**src/rtl/peg_l2_mac_tx_arb_pkg.sv**
```systemverilog
// Shared types for the L2 MAC TX packet arbiter: FSM states, source select
// encoding and default widths.
package peg_l2_mac_tx_arb_pkg;

  localparam int PKT_DATA_W_DEF = 8;
  localparam int CNT_W_DEF      = 16;

  typedef enum logic [1:0] {
    ST_IDLE     = 2'd0,
    ST_GNT_CTRL = 2'd1,
    ST_GNT_DATA = 2'd2
  } arb_state_e;

  typedef enum logic {
    SRC_CTRL = 1'b0,
    SRC_DATA = 1'b1
  } src_sel_e;

  // Number of beats discarded in one cycle (both sources may drop at once).
  function automatic logic [1:0] drop_inc(input logic ctrl_disc, input logic data_disc);
    return {1'b0, ctrl_disc} + {1'b0, data_disc};
  endfunction

endpackage

```
**src/rtl/peg_pkt_pipe_reg.sv**
```systemverilog
// Single-entry valid/ready output register; a new beat may load whenever the
// slot is empty or is being drained in the same cycle.
module peg_pkt_pipe_reg #(
  parameter int PAYLOAD_W = 10
) (
  input  logic                 clk,
  input  logic                 rst,
  input  logic                 load,
  input  logic [PAYLOAD_W-1:0] load_data,
  input  logic                 out_ready,
  output logic                 out_valid,
  output logic [PAYLOAD_W-1:0] out_data,
  output logic                 load_en
);

  logic                 valid_r;
  logic [PAYLOAD_W-1:0] data_r;

  assign load_en   = !valid_r || out_ready;
  assign out_valid = valid_r;
  assign out_data  = data_r;

  // Output slot: load wins over drain so back-to-back beats stream at full rate.
  always_ff @(posedge clk or posedge rst) begin
    if (rst) begin
      valid_r <= 1'b0;
      data_r  <= '0;
    end else if (load) begin
      valid_r <= 1'b1;
      data_r  <= load_data;
    end else if (out_ready) begin
      valid_r <= 1'b0;
    end else begin
      valid_r <= valid_r;
    end
  end

endmodule

```
**src/rtl/peg_l2_mac_tx_arb.sv**
```systemverilog
// Packet-granular ctrl/data arbiter feeding the MAC TX framer.
// Build option: PEG_L2_MAC_TX_ARB_RR_EN selects round-robin instead of ctrl priority.
module peg_l2_mac_tx_arb
  import peg_l2_mac_tx_arb_pkg::*;
#(
  parameter int PKT_DATA_W = PKT_DATA_W_DEF,
  parameter int CNT_W      = CNT_W_DEF
) (
  input  logic                  clk,
  input  logic                  rst,
  input  logic                  mac_pause_en,
  input  logic                  ctrl_tx_valid,
  input  logic                  ctrl_tx_sop,
  input  logic                  ctrl_tx_eop,
  input  logic [PKT_DATA_W-1:0] ctrl_tx_data,
  output logic                  ctrl_tx_ready,
  input  logic                  data_tx_valid,
  input  logic                  data_tx_sop,
  input  logic                  data_tx_eop,
  input  logic [PKT_DATA_W-1:0] data_tx_data,
  output logic                  data_tx_ready,
  output logic                  llc_tx_valid,
  output logic                  llc_tx_sop,
  output logic                  llc_tx_eop,
  output logic [PKT_DATA_W-1:0] llc_tx_data,
  input  logic                  llc_tx_ready,
  output logic [1:0]            arb_state,
  output logic [CNT_W-1:0]      ctrl_pkt_cnt,
  output logic [CNT_W-1:0]      data_pkt_cnt,
  output logic [CNT_W-1:0]      drop_cnt
);

  arb_state_e             state_r;
  logic [CNT_W-1:0]       ctrl_cnt_r, data_cnt_r, drop_cnt_r;
  logic                   load_en_s, load_s;
  logic                   ctrl_req_s, data_req_s, ctrl_disc_s, data_disc_s;
  logic                   ctrl_ready_s, data_ready_s, ctrl_acc_s, data_acc_s;
  logic                   pick_ctrl_s, pick_data_s;
  logic [PKT_DATA_W+1:0]  load_payload_s, out_payload_s;
`ifdef PEG_L2_MAC_TX_ARB_RR_EN
  src_sel_e               last_grant_r;
`endif

  // Per-state handshake: discard headless beats in IDLE, stream the granted source otherwise.
  always_comb begin
    ctrl_req_s     = ctrl_tx_valid && ctrl_tx_sop;
    data_req_s     = data_tx_valid && data_tx_sop && !mac_pause_en;
    ctrl_disc_s    = 1'b0;
    data_disc_s    = 1'b0;
    ctrl_ready_s   = 1'b0;
    data_ready_s   = 1'b0;
    ctrl_acc_s     = 1'b0;
    data_acc_s     = 1'b0;
    load_s         = 1'b0;
    load_payload_s = '0;
    case (state_r)
      ST_IDLE: begin
        ctrl_disc_s  = ctrl_tx_valid && !ctrl_tx_sop;
        data_disc_s  = data_tx_valid && !data_tx_sop;
        ctrl_ready_s = ctrl_disc_s;
        data_ready_s = data_disc_s;
      end
      ST_GNT_CTRL: begin
        ctrl_ready_s   = load_en_s;
        ctrl_acc_s     = ctrl_tx_valid && load_en_s;
        load_s         = ctrl_acc_s;
        load_payload_s = {ctrl_tx_sop, ctrl_tx_eop, ctrl_tx_data};
      end
      ST_GNT_DATA: begin
        data_ready_s   = load_en_s;
        data_acc_s     = data_tx_valid && load_en_s;
        load_s         = data_acc_s;
        load_payload_s = {data_tx_sop, data_tx_eop, data_tx_data};
      end
      default: begin
        load_s = 1'b0;
      end
    endcase
  end

  // Winner selection among eligible requesters.
  always_comb begin
    pick_ctrl_s = 1'b0;
    pick_data_s = 1'b0;
`ifdef PEG_L2_MAC_TX_ARB_RR_EN
    if (ctrl_req_s && data_req_s) begin
      pick_ctrl_s = (last_grant_r == SRC_DATA);
      pick_data_s = (last_grant_r == SRC_CTRL);
    end else begin
      pick_ctrl_s = ctrl_req_s;
      pick_data_s = data_req_s;
    end
`else
    if (ctrl_req_s) begin
      pick_ctrl_s = 1'b1;
    end else begin
      pick_data_s = data_req_s;
    end
`endif
  end

  // FSM, packet counters and drop counter.
  always_ff @(posedge clk or posedge rst) begin
    if (rst) begin
      state_r    <= ST_IDLE;
      ctrl_cnt_r <= '0;
      data_cnt_r <= '0;
      drop_cnt_r <= '0;
`ifdef PEG_L2_MAC_TX_ARB_RR_EN
      last_grant_r <= SRC_DATA;
`endif
    end else begin
      drop_cnt_r <= drop_cnt_r + {{(CNT_W-2){1'b0}}, drop_inc(ctrl_disc_s, data_disc_s)};
      case (state_r)
        ST_IDLE: begin
          if (pick_ctrl_s) begin
            state_r <= ST_GNT_CTRL;
`ifdef PEG_L2_MAC_TX_ARB_RR_EN
            last_grant_r <= SRC_CTRL;
`endif
          end else if (pick_data_s) begin
            state_r <= ST_GNT_DATA;
`ifdef PEG_L2_MAC_TX_ARB_RR_EN
            last_grant_r <= SRC_DATA;
`endif
          end else begin
            state_r <= ST_IDLE;
          end
        end
        ST_GNT_CTRL: begin
          if (ctrl_acc_s && ctrl_tx_eop) begin
            state_r    <= ST_IDLE;
            ctrl_cnt_r <= ctrl_cnt_r + {{(CNT_W-1){1'b0}}, 1'b1};
          end else begin
            state_r <= ST_GNT_CTRL;
          end
        end
        ST_GNT_DATA: begin
          if (data_acc_s && data_tx_eop) begin
            state_r    <= ST_IDLE;
            data_cnt_r <= data_cnt_r + {{(CNT_W-1){1'b0}}, 1'b1};
          end else begin
            state_r <= ST_GNT_DATA;
          end
        end
        default: begin
          state_r <= ST_IDLE;
        end
      endcase
    end
  end

  peg_pkt_pipe_reg #(
    .PAYLOAD_W (PKT_DATA_W + 2)
  ) u_out_reg (
    .clk       (clk),
    .rst       (rst),
    .load      (load_s),
    .load_data (load_payload_s),
    .out_ready (llc_tx_ready),
    .out_valid (llc_tx_valid),
    .out_data  (out_payload_s),
    .load_en   (load_en_s)
  );

  // Readies are forced low while reset is held so no beat is consumed during reset.
  assign ctrl_tx_ready = ctrl_ready_s && !rst;
  assign data_tx_ready = data_ready_s && !rst;
  assign llc_tx_sop    = out_payload_s[PKT_DATA_W+1];
  assign llc_tx_eop    = out_payload_s[PKT_DATA_W];
  assign llc_tx_data   = out_payload_s[PKT_DATA_W-1:0];
  assign arb_state     = state_r;
  assign ctrl_pkt_cnt  = ctrl_cnt_r;
  assign data_pkt_cnt  = data_cnt_r;
  assign drop_cnt      = drop_cnt_r;

endmodule

```
**config.mk**
```make
export PLATFORM = sky130hd
export DESIGN_NAME = peg_l2_mac_tx_arb
export DESIGN_NICKNAME = d
export VERILOG_FILES = /design/src/rtl/peg_l2_mac_tx_arb_pkg.sv /design/src/rtl/peg_pkt_pipe_reg.sv /design/src/rtl/peg_l2_mac_tx_arb.sv
export SDC_FILE = /design/constraint.sdc
export NUM_CORES = 1
export LEC_CHECK = 0
export CORE_ASPECT_RATIO = 0.7
export CORE_MARGIN = 2
export CORE_UTILIZATION = 42
export CTS_CLUSTER_DIAMETER = 50
export DETAILED_ROUTE_END_ITERATION = 6
export PLACE_DENSITY_LB_ADDON = 0.05
export SETUP_SLACK_MARGIN = 0.1
export SYNTH_ARGS = -nofsm -noshare
export SYNTH_HDL_FRONTEND = slang
export SYNTH_SLANG_ARGS = --single-unit
export TNS_END_PERCENT = 20
```
**constraint.sdc**
```tcl
create_clock -name clk -period 2.05 [get_ports clk]
set_clock_uncertainty 0.15 [all_clocks]
set_input_delay 0.3075 -clock clk [delete_from_list [all_inputs] [get_ports clk]]
set_output_delay 0.3075 -clock clk [all_outputs]
set_load 0.05 [all_outputs]
```
==> results of run 1 <==
-- kinds of logic after synthesis --
logic type / synth area share
AND/OR/NAND/NOR: 0.178
flip-flops: 0.549
XOR/XNOR: 0.141
AO/OA/AOI/OAI: 0.0603
buffers and inverters: 0.0243
adder cells (fa/ha/maj): 0.0387
multiplexers: 0.00810
-- stage by stage --
stage	power, mW	hold WS (ns)	utilization
6_report	5.19	0.322	0.687
5_1_grt	5.46	0.342	0.687
4_1_cts	5.17	0.323	0.674
3_5_place_dp	3.90	0.318	0.637
3_3_place_gp	3.86	0.311	0.637
2_1_floorplan	3.09	0.270	-
-- cell usage in the layout, fill, tap and decap left out, drive strengths merged --
master         instances
nor4                   7
o21ai                 11
and4                   3
clkinvlp               1
or4                    1
clkbuf                12
and2                   1
a22oi                 10
nand2b                 1
mux2                   2
a22o                   1
ha                     7
buf                   39
xor2                  18
a2111oi                1
dlymetal6s2s           3
nand2                 31
clkdlybuf4s50         25
fa                     1
or2                    1
dfrtp                 61
nand4                  8
inv                   10
and3                   5
nand3                 17
xnor2                 26
a21oi                  4
nor2                  12
or3                    1
nor2b                  1
bufinv                 3
nor3                   8
nor4b                  1
dlygate4sd2           47
clkinv                 1
-- worst register-to-register path, stage by stage, from the launching register on --
cell and delay [ns]:
sky130_fd_sc_hd__dfrtp_2 0.43, sky130_fd_sc_hd__inv_2 0.09, sky130_fd_sc_hd__ha_4 0.17, sky130_fd_sc_hd__nand2_4 0.06, sky130_fd_sc_hd__nor2_4 0.15, sky130_fd_sc_hd__fa_2 0.27, sky130_fd_sc_hd__ha_4 0.14, sky130_fd_sc_hd__and3_4 0.20
sky130_fd_sc_hd__nand4_1 0.10, sky130_fd_sc_hd__xnor2_1 0.14
-- what timing repair did --
action,CTS,global route
pin swaps,13,8
setup endpoints to repair,58,30
cloned,0,0
gates resized for setup,57,15
setup buffers,2,3
-- final cells by class --
cell class                      instances  area (um2)  area share
Tap cell                               78        97.6      0.0225
Clock inverter                          4        95.1      0.0219
Clock buffer                           12         145      0.0335
Multi-Input combinational cell        179        1380       0.317
Sequential cell                        61        1530       0.353
Inverter                               11        45.0      0.0104
Timing Repair Buffer                  114        1040       0.241
-- routing by layer --
layer | vias to the layer above | share of wire | global-route usage
met5 | - | 0 | 0
met4 | 0 | 0.013 | 0.0721
met3 | 11 | 0.060 | 0.0617
met2 | 57 | 0.46 | 0.305
met1 | 1121 | 0.47 | 0.262
li1 | 1129 | - | -
-- power by group through the flow --
| stage | Clock [mW] | Sequential (mW) | Combinational [mW] |
|---|---|---|---|
| 4_1_cts | 1.32 | 1.67 | 2.18 |
| 2_1_floorplan | 0 | 2.48 | 0.614 |
| 6_report | 1.29 | 1.67 | 2.23 |
| 3_3_place_gp | 0 | 1.68 | 2.18 |
| 3_5_place_dp | 0 | 1.69 | 2.21 |
| 5_1_grt | 1.37 | 1.71 | 2.37 |
-- registers in the layout, indices dropped and copies added (netlist names) --
signal               count
ctrl_pkt_cnt            16
arb_state                2
data_pkt_cnt            16
drop_cnt                16
u_out_reg.out_valid      1
u_out_reg.out_data      10
-- worst max-delay path by stage --
stage / from / endpoint / slack [ns] / cells after the start
floorplan: arb_state[0] / data_pkt_cnt[15] / -0.04 / 6
global placement: data_tx_valid / drop_cnt[10] / -0.1 / 8
detailed placement: data_tx_valid / drop_cnt[10] / -0.13 / 8
CTS: arb_state[1] / drop_cnt[10] / 0.03 / 9
global route: arb_state[0] / drop_cnt[11] / -0.09 / 8
finish: arb_state[1] / data_tx_ready / 0.03 / 6
==> implementation parameters, run 1 <==
Parameter                              Value

Routing
  Drt drc    0
  Residual antenna-violating net count after detailed routing    0
  Final wirelength    6.68 mm
  Overall via count from detail_route    approximately 2.3k
  Violation count after the first detailed-route iteration    47
  Routed length per instance    14.5 um
  Routed vias/inst    5.05
  Router iterations before antenna repair    4

Floorplanning
  Cell row count    24
  Core area    around 6300 um2
  Die width    ~100 um
  Number of primary I/O pins    89
  Die extent in y    around 72 um
  Die area    roughly 7300 um2
  Starting Density    0.441

Clock network
  Clock input transition at the sequential cells of the worst setup and hold paths    0.06 ns
  Clock tree from TritonCTS    yes
  Clock latency at the later pin of the worst-skew pair    roughly 0.33 ns
  Number of clock buffers inserted by TritonCTS    9
  Level count of the clock H-tree    3
  Hold-fix buffer count after cts    0
  Max clock buf depth    2
  Root buf cell    sky130_fd_sc_hd__clkbuf_8
  TritonCTS Sinks    61

Logic synthesis
  EDFF count, synth    0
  Async set or reset register ratio after synthesis    1.00
  Syn_nets    290
  Post-synthesis register bit count    approximately 60
  Top area cells in the synthesized netlist    sky130_fd_sc_hd__dfrtp_1, sky130_fd_sc_hd__xnor2_1, sky130_fd_sc_hd__xor2_1, sky130_fd_sc_hd__nand2_1, sky130_fd_sc_hd__ha_1
  Synthesized instance count    between 200 and 300
  Sequential-to-total area share from yosys stat    0.549
  Total number of yosys warnings    0
  Most frequent cells after synthesis    sky130_fd_sc_hd__dfrtp_1, sky130_fd_sc_hd__nand2_1, sky130_fd_sc_hd__xnor2_1
  Flip-flop cell with the highest count after synthesis    sky130_fd_sc_hd__dfrtp_1
  Number of library cell types mapped by synthesis    31
  Mean instance size in the synthesized netlist    between 10 and 15 um2
  Cell type with the largest total area after synthesis    sky130_fd_sc_hd__dfrtp_1
  Most frequent cell after synthesis    sky130_fd_sc_hd__dfrtp_1
  Area share of the largest cell type after synthesis    0.549
  Cell area after synthesis    around 2800 um2

Layout
  Antenna Cells    0
  Post-route cell area    between 4000 and 5000 um2
  Fillers    507
  Ratio of cells with drive above 1 in the final layout    0.247
  Post-route insts no fill    about 460
  Layout-stage area growth over the synthesis result    56.0%
  Final nets    410

Power and ir drop
  Fraction of power spent switching nets    0.413
  Total net switching power    2.14 mW
  Relative contribution of the clock network to total power    0.249
  Reg power frac    0.322
  Power density of the placed cells    1200 nW/um2
  Cell internal pwr    between 3 and 4 mW
  Maximum ir drop on the vdd rail    between 0.001 and 0.0015 V
  Comb pwr share    0.429
  Leakage power of the design    between 2 and 2.5 nW

Critical path
  Largest delay contributor family on the critical path    buffers and inverters
  CP startpoint kind    flip-flop
  Capturing point of the worst reg2reg path    drop_cnt[10]
  Crit path kind    reg -> out
  Max FO, Critical Path    3
  R2r startpoint    arb_state[0]
  Critical-path cell with the highest stage delay    sky130_fd_sc_hd__dfrtp_2
  Cells on worst reg2reg path    9
  Crit-path max cell delay    about 0.42 ns
  Required time reported for the critical path endpoint    approximately 1.6 ns
  Category of the worst setup path capture point    output port
  Count of buffering cells on the critical path with inverters included    3
  Worst EP arrival    1.57 ns
  Cell-by-cell trace of the critical path    buf_4, ha_2, buf_8, a21oi_2, nor2_4, buf_12
  Setup slack on the worst flop-to-flop path    about 0.026 ns

STA
  RSZ-0062 raised after global routing    yes
  Share of the cycle needed by the critical path after routing    0.988
  Actual slew at the worst max-slew pin    ~0.74 ns
  Count of pins over their slew limit    0
  Fin crit period    approximately 2 ns
  Worst max-slew margin expressed relative to the limit    0.505
  Peak Freq    494 MHz
  Final total negative setup slack    0 ns
  Number of failing hold endpoints at the final stage    0
  Minimum setup slack in the final design    0.0256 ns
  Final number of setup-violating endpoints    0

Hold path
  Hold endpoint    u_out_reg.out_data[2]
  Number of cells traversed by the worst hold path    2
  Kind of path behind the tightest hold check    reg -> reg
  HP Start    u_out_reg.out_data[2]

Global routing
  Via count of the first global-routing pass    2296
  Maximum number of pins on one net before global-route repair    45
  Overall fraction of global-route tracks in use    0.196
  GR Overflow Total    0
  First-pass GRT wire length    between 10 and 15 mm
  Initial antenna violation count    0

Placement
  Routability Congestion    0.774
  Number of cells in the design after placement    approximately 440
  Port Buf Inserts    just under 90
  HPWL after detailed placement    4.82 mm
  Pre-CTS setup slack    -0.126 ns
  Cell area after placement    between 4000 and 5000 um2

Outcome
  Status    finished, final reports clean

Run
  Number of violations of the max-capacitance limit    0
No activity file was read; power rests on OpenSTA's default activity.
==> inputs of run 2 (changes only) <==
==> constraint.sdc (replaced) <==
create_clock -name clk -period 2.05 [get_ports clk]
set_clock_uncertainty 0.15 [all_clocks]
set_input_delay 0.205 -clock clk [delete_from_list [all_inputs] [get_ports clk]]
set_output_delay 0.205 -clock clk [all_outputs]
set_load 0.05 [all_outputs]
==> implementation parameters, run 2 (synthesis gave the netlist of run 1 again) <==
Parameter                              Value

Clock network
  TritonCTS Sinks    slightly above 60
  Clock latency at the later pin of the worst-skew pair    0.34 ns
  Level count of the clock H-tree    3
  Hold-fix buffer count after cts    0
  Clock input transition at the sequential cells of the worst setup and hold paths    ~0.06 ns
  Max clock buf depth    2
  Root buf cell    sky130_fd_sc_hd__clkbuf_8
  Number of clock buffers inserted by TritonCTS    9
  Clock tree from TritonCTS    yes

Power and ir drop
  Total net switching power    between 2 and 2.5 mW
  Fraction of power spent switching nets    0.430
  Comb pwr share    0.485
  Power density of the placed cells    1090 nW/um2
  Cell internal pwr    2.83 mW
  Reg power frac    0.334
  Relative contribution of the clock network to total power    0.181
  Overall Power    4.97 mW
  Maximum ir drop on the vdd rail    0.000878 V
  Leakage power of the design    about 2.6 nW

Hold path
  Kind of path behind the tightest hold check    in -> async

Floorplanning
  Die extent in y    a little over 70 um
  Core area    between 6000 and 7000 um2
  Number of primary I/O pins    89
  Starting Density    0.441
  Cell row count    24
  Die area    7290 um2
  Die width    101 um

Layout
  Layout-stage area growth over the synthesis result    64.5%
  Antenna Cells    0
  Final nets    419
  Commonest non-fill, non-tap cells in the layout    sky130_fd_sc_hd__dfrtp_1, sky130_fd_sc_hd__clkdlybuf4s50_1, sky130_fd_sc_hd__dlymetal6s2s_1
  Post-route insts no fill    between 400 and 500
  Ratio of cells with drive above 1 in the final layout    0.236
  Fillers    452
  Most common cell after layout, fill and taps aside    sky130_fd_sc_hd__dfrtp_1

STA
  Count of pins over their slew limit    0
  Share of the cycle needed by the critical path after routing    0.969
  Number of failing hold endpoints at the final stage    0
  Peak Freq    503 MHz
  RSZ-0062 raised after global routing    yes
  Actual slew at the worst max-slew pin    ~0.60 ns
  Final number of setup-violating endpoints    0
  Worst max-slew margin expressed relative to the limit    0.592
  Fin crit period    1.99 ns

Global routing
  First-pass GRT wire length    roughly 11 mm
  Initial antenna violation count    0
  Maximum number of pins on one net before global-route repair    48
  GR Overflow Total    0
  Overall fraction of global-route tracks in use    0.195
  Via count of the first global-routing pass    2312

Routing
  Final wirelength    between 6 and 7 mm
  Routed vias/inst    ~5.0
  Routed length per instance    14.6 um
  Residual antenna-violating net count after detailed routing    0
  Violation count after the first detailed-route iteration    ~80
  Overall via count from detail_route    about 2.3k
  Router iterations before antenna repair    4
  Drt drc    0

Critical path
  Worst EP arrival    2.09 ns
  Max FO, Critical Path    3
  Cells on worst reg2reg path    9
  Setup slack on the worst flop-to-flop path    about 0.063 ns
  R2r startpoint    arb_state[0]
  Required time reported for the critical path endpoint    ~2.2 ns
  Crit path kind    reg -> reg
  CP startpoint kind    flip-flop
  Category of the worst setup path capture point    flip-flop
  Capturing point of the worst reg2reg path    drop_cnt[13]

Placement
  Routability Congestion    0.776
  Number of cells in the design after placement    approximately 440
  Port Buf Inserts    roughly 90
  HPWL after detailed placement    between 4 and 5 mm

Run
  Number of violations of the max-capacitance limit    0

Outcome
  Status    finished, final reports clean
## run 2: through the flow
stage | setup slack [ns] | util | setup TNS [ns] | area [um2] | hold WS, ns
after floorplan | -0.0368 | - | -0.0875 | 2870 | 0.196
after global placement | -0.0903 | 0.643 | -0.252 | 4050 | 0.312
after detailed placement | -0.0952 | 0.643 | -0.271 | 4050 | 0.313
after CTS | 0.0294 | 0.683 | 0 | 4310 | 0.241
after global routing | -0.0959 | 0.725 | -0.309 | 4570 | 0.262
final | 0.0634 | 0.725 | 0 | 4570 | 0.246
## run 2: repair_timing
action / 4_1_cts / 5_1_grt
pin swaps: 9 / 13
gates cloned: 0 / 0
buffers inserted: 5 / 4
gates resized for setup: 11 / 64
setup endpoints to repair: 26 / 79
## run 2: layout make-up
type | instances | area (um2) | share of cell area
clock buffer | 14 | 153 | 0.0334
sequential | 61 | 1530 | 0.335
inverter | 11 | 41.3 | 0.00903
multi-input combinational | 179 | 1440 | 0.315
tap | 78 | 97.6 | 0.0214
clock inverter | 2 | 10.0 | 0.00219
timing repair buffer | 123 | 1300 | 0.284
## run 2: worst max path at each step
stage | startpoint | endpoint | slack [ns] | depth (start not counted)
final | arb_state[0] | drop_cnt[13] | 0.06 | 9
after global routing | arb_state[0] | drop_cnt[13] | -0.1 | 9
after CTS | arb_state[0] | drop_cnt[13] | 0.03 | 9
after detailed placement | data_tx_valid | drop_cnt[15] | -0.1 | 7
after global placement | data_tx_valid | drop_cnt[15] | -0.09 | 7
after floorplan | arb_state[0] | data_pkt_cnt[15] | -0.04 | 6
## run 2: metal layers
layer,share of wire,up-vias,track usage,wire length [um]
met4,0.0057,0,0.0495,39
met1,0.46,1124,0.263,3140
met2,0.47,62,0.294,3210
met5,0,-,0,0
li1,-,1143,-,-
met3,0.063,4,0.0790,427
## run 2: critical path, cell delays in order (launching register included)
cell and delay, ns:
sky130_fd_sc_hd__dfrtp_2 0.40, sky130_fd_sc_hd__inv_2 0.08, sky130_fd_sc_hd__ha_4 0.17, sky130_fd_sc_hd__nand2_4 0.06, sky130_fd_sc_hd__nor2_4 0.12, sky130_fd_sc_hd__fa_2 0.27, sky130_fd_sc_hd__nand4_1 0.18, sky130_fd_sc_hd__buf_4 0.20
sky130_fd_sc_hd__nor3_4 0.10, sky130_fd_sc_hd__xor2_1 0.18
## run 2: power groups by stage
stage | combinational, mW | sequential, mW | clock, mW
global route | 2.56 | 1.70 | 0.986
CTS | 2.33 | 1.66 | 0.939
global placement | 2.24 | 1.67 | 0
floorplan | 0.599 | 2.48 | 0
detailed placement | 2.25 | 1.67 | 0
finish | 2.41 | 1.66 | 0.901
==> inputs of run 3 (changes only) <==
==> constraint.sdc (replaced) <==
create_clock -name clk -period 2.05 [get_ports clk]
set_clock_uncertainty 0.15 [all_clocks]
set_input_delay 0.205 -clock clk [delete_from_list [all_inputs] [get_ports clk]]
set_output_delay 0.205 -clock clk [all_outputs]
set_load 0.1 [all_outputs]
==> implementation parameters, run 3 (synthesis gave the netlist of run 1 again) <==
Parameter                              Value

Outcome
  Status    finished, final reports clean

Clock network
  Hold-fix buffer count after cts    0
  Clock latency at the later pin of the worst-skew pair    ~0.34 ns
  Clock tree from TritonCTS    yes
  Root buf cell    sky130_fd_sc_hd__clkbuf_8
  Number of clock buffers inserted by TritonCTS    9
  Level count of the clock H-tree    3
  Clock input transition at the sequential cells of the worst setup and hold paths    0.06 ns
  TritonCTS Sinks    61
  Max clock buf depth    2

Placement
  Port Buf Inserts    between 80 and 90
  Number of cells in the design after placement    between 400 and 500
  Routability Congestion    between 0.7 and 0.8
  HPWL after detailed placement    4.88 mm

Power and ir drop
  Maximum ir drop on the vdd rail    around 0.0018 V
  Leakage power of the design    2.08 nW
  Power density of the placed cells    ~1500 nW/um2

Hold path
  Kind of path behind the tightest hold check    in -> async

Floorplanning
  Die width    101 um
  Die area    7290 um2
  Number of primary I/O pins    slightly below 90
  Core area    between 6000 and 7000 um2
  Starting Density    0.441
  Cell row count    24
  Die extent in y    just over 70 um

STA
  Actual slew at the worst max-slew pin    ~0.50 ns
  RSZ-0062 raised after global routing    yes
  Peak Freq    slightly below 500 MHz
  Share of the cycle needed by the critical path after routing    0.994
  Final number of setup-violating endpoints    0
  Number of failing hold endpoints at the final stage    0
  Fin crit period    2.04 ns
  Hold Slack    around 0.25 ns
  Worst max-slew margin expressed relative to the limit    0.668
  Count of pins over their slew limit    0

Global routing
  Maximum number of pins on one net before global-route repair    62
  GR Overflow Total    0
  Initial antenna violation count    0
  Overall fraction of global-route tracks in use    0.199
  Via count of the first global-routing pass    between 2k and 2.5k
  First-pass GRT wire length    11.1 mm

Routing
  Final wirelength    around 7 mm
  Routed vias/inst    5.02
  Violation count after the first detailed-route iteration    116
  Met2 Routed Length    between 3 and 4 mm
  Router iterations before antenna repair    4
  Overall via count from detail_route    ~2.3k
  Top layer in use    met4
  Drt drc    0
  Met3 routed WL    just over 500 um
  Residual antenna-violating net count after detailed routing    0
  Routed length per instance    about 15 um
  Sum of routed wire segments on met1    3.26 mm

Layout
  Ratio of cells with drive above 1 in the final layout    0.382
  Most common cell after layout, fill and taps aside    sky130_fd_sc_hd__buf_4
  Layout-stage area growth over the synthesis result    55.3%
  Post-route insts no fill    460
  Commonest non-fill, non-tap cells in the layout    sky130_fd_sc_hd__buf_4, sky130_fd_sc_hd__dfrtp_1, sky130_fd_sc_hd__nand2_1
  Antenna Cells    0
  Final nets    approximately 400

Critical path
  R2r startpoint    arb_state[0]
  Required time reported for the critical path endpoint    1.69 ns
  Max FO, Critical Path    4
  CP startpoint kind    flip-flop
  Category of the worst setup path capture point    output port
  Crit path from    arb_state[0]
  Worst EP arrival    approximately 1.7 ns
  Cells on worst reg2reg path    9
  Setup slack on the worst flop-to-flop path    roughly 0.020 ns
  Capturing point of the worst reg2reg path    drop_cnt[10]
  Critical path capture point    data_tx_ready
  Crit path kind    reg -> out

Run
  Number of violations of the max-capacitance limit    0
## run 3: cell count changes in the layout (fill, tap and decap cells not counted), sizes merged
cell,previous run,this run
clkbuf,14,13
clkdlybuf4s50,46,25
buf,37,90
clkinv,2,0
bufinv,0,3
dlymetal6s2s,40,0
## run 3: worst min path at each step
stage | from | to | slack (ns) | cells past startpoint
2_1_floorplan | ctrl_tx_valid | arb_state[0] | 0.20 | 2
3_3_place_gp | ctrl_pkt_cnt[15] | ctrl_pkt_cnt[15] | 0.31 | 1
3_5_place_dp | drop_cnt[15] | drop_cnt[15] | 0.32 | 1
4_1_cts | rst | drop_cnt[10] | 0.27 | 3
5_1_grt | rst | drop_cnt[6] | 0.29 | 3
6_report | rst | drop_cnt[10] | 0.25 | 3
## run 3: where the power goes
part	total, mW	leakage, nW	internal (mW)	switching, mW
Clock	1.37	0.130	0.908	0.460
Combinational	3.24	1.16	0.820	2.42
Sequential	1.69	0.796	1.45	0.243
## run 3: area by class of cell
| type | count | area [um2] |
|---|---|---|
| clock inverter | 3 | 90.1 |
| clock buffer | 13 | 169 |
| multi-input combinational | 179 | 1380 |
| tap | 78 | 97.6 |
| inverter | 11 | 46.3 |
| sequential | 61 | 1540 |
| fill | 515 | 1990 |
| timing repair buffer | 115 | 991 |
## run 3: metrics by stage
step / power, mW / setup TNS [ns] / setup WS (ns) / utilization / area (um2)
2_1_floorplan: 4.05 / -4.21 / -0.254 / - / 2900
3_3_place_gp: 4.78 / -0.174 / -0.0503 / 0.618 / 3900
3_5_place_dp: 4.81 / -0.398 / -0.0991 / 0.618 / 3900
4_1_cts: 6.22 / 0 / 0.0109 / 0.666 / 4200
5_1_grt: 6.59 / -0.308 / -0.0626 / 0.684 / 4320
6_report: 6.30 / 0 / 0.0118 / 0.684 / 4320
## run 3: timing repair
action,4_1_cts,5_1_grt
buffers inserted,1,4
gates resized for setup,7,15
setup endpoints to repair,11,17
pin swaps,2,10
## run 3: critical path, stage by stage (launching register included)
cell and delay, ns:
sky130_fd_sc_hd__dfrtp_2 0.45, sky130_fd_sc_hd__inv_4 0.08, sky130_fd_sc_hd__ha_4 0.16, sky130_fd_sc_hd__nand2_4 0.06, sky130_fd_sc_hd__nor2_4 0.14, sky130_fd_sc_hd__buf_6 0.12, sky130_fd_sc_hd__a21oi_4 0.03, sky130_fd_sc_hd__nor2_4 0.13
sky130_fd_sc_hd__buf_12 0.18
## run 3: metal layers
metal,vias to the layer above,track usage
li1,1128,-
met1,1099,0.285
met2,72,0.281
met3,10,0.0703
met4,0,0.0676
met5,-,0
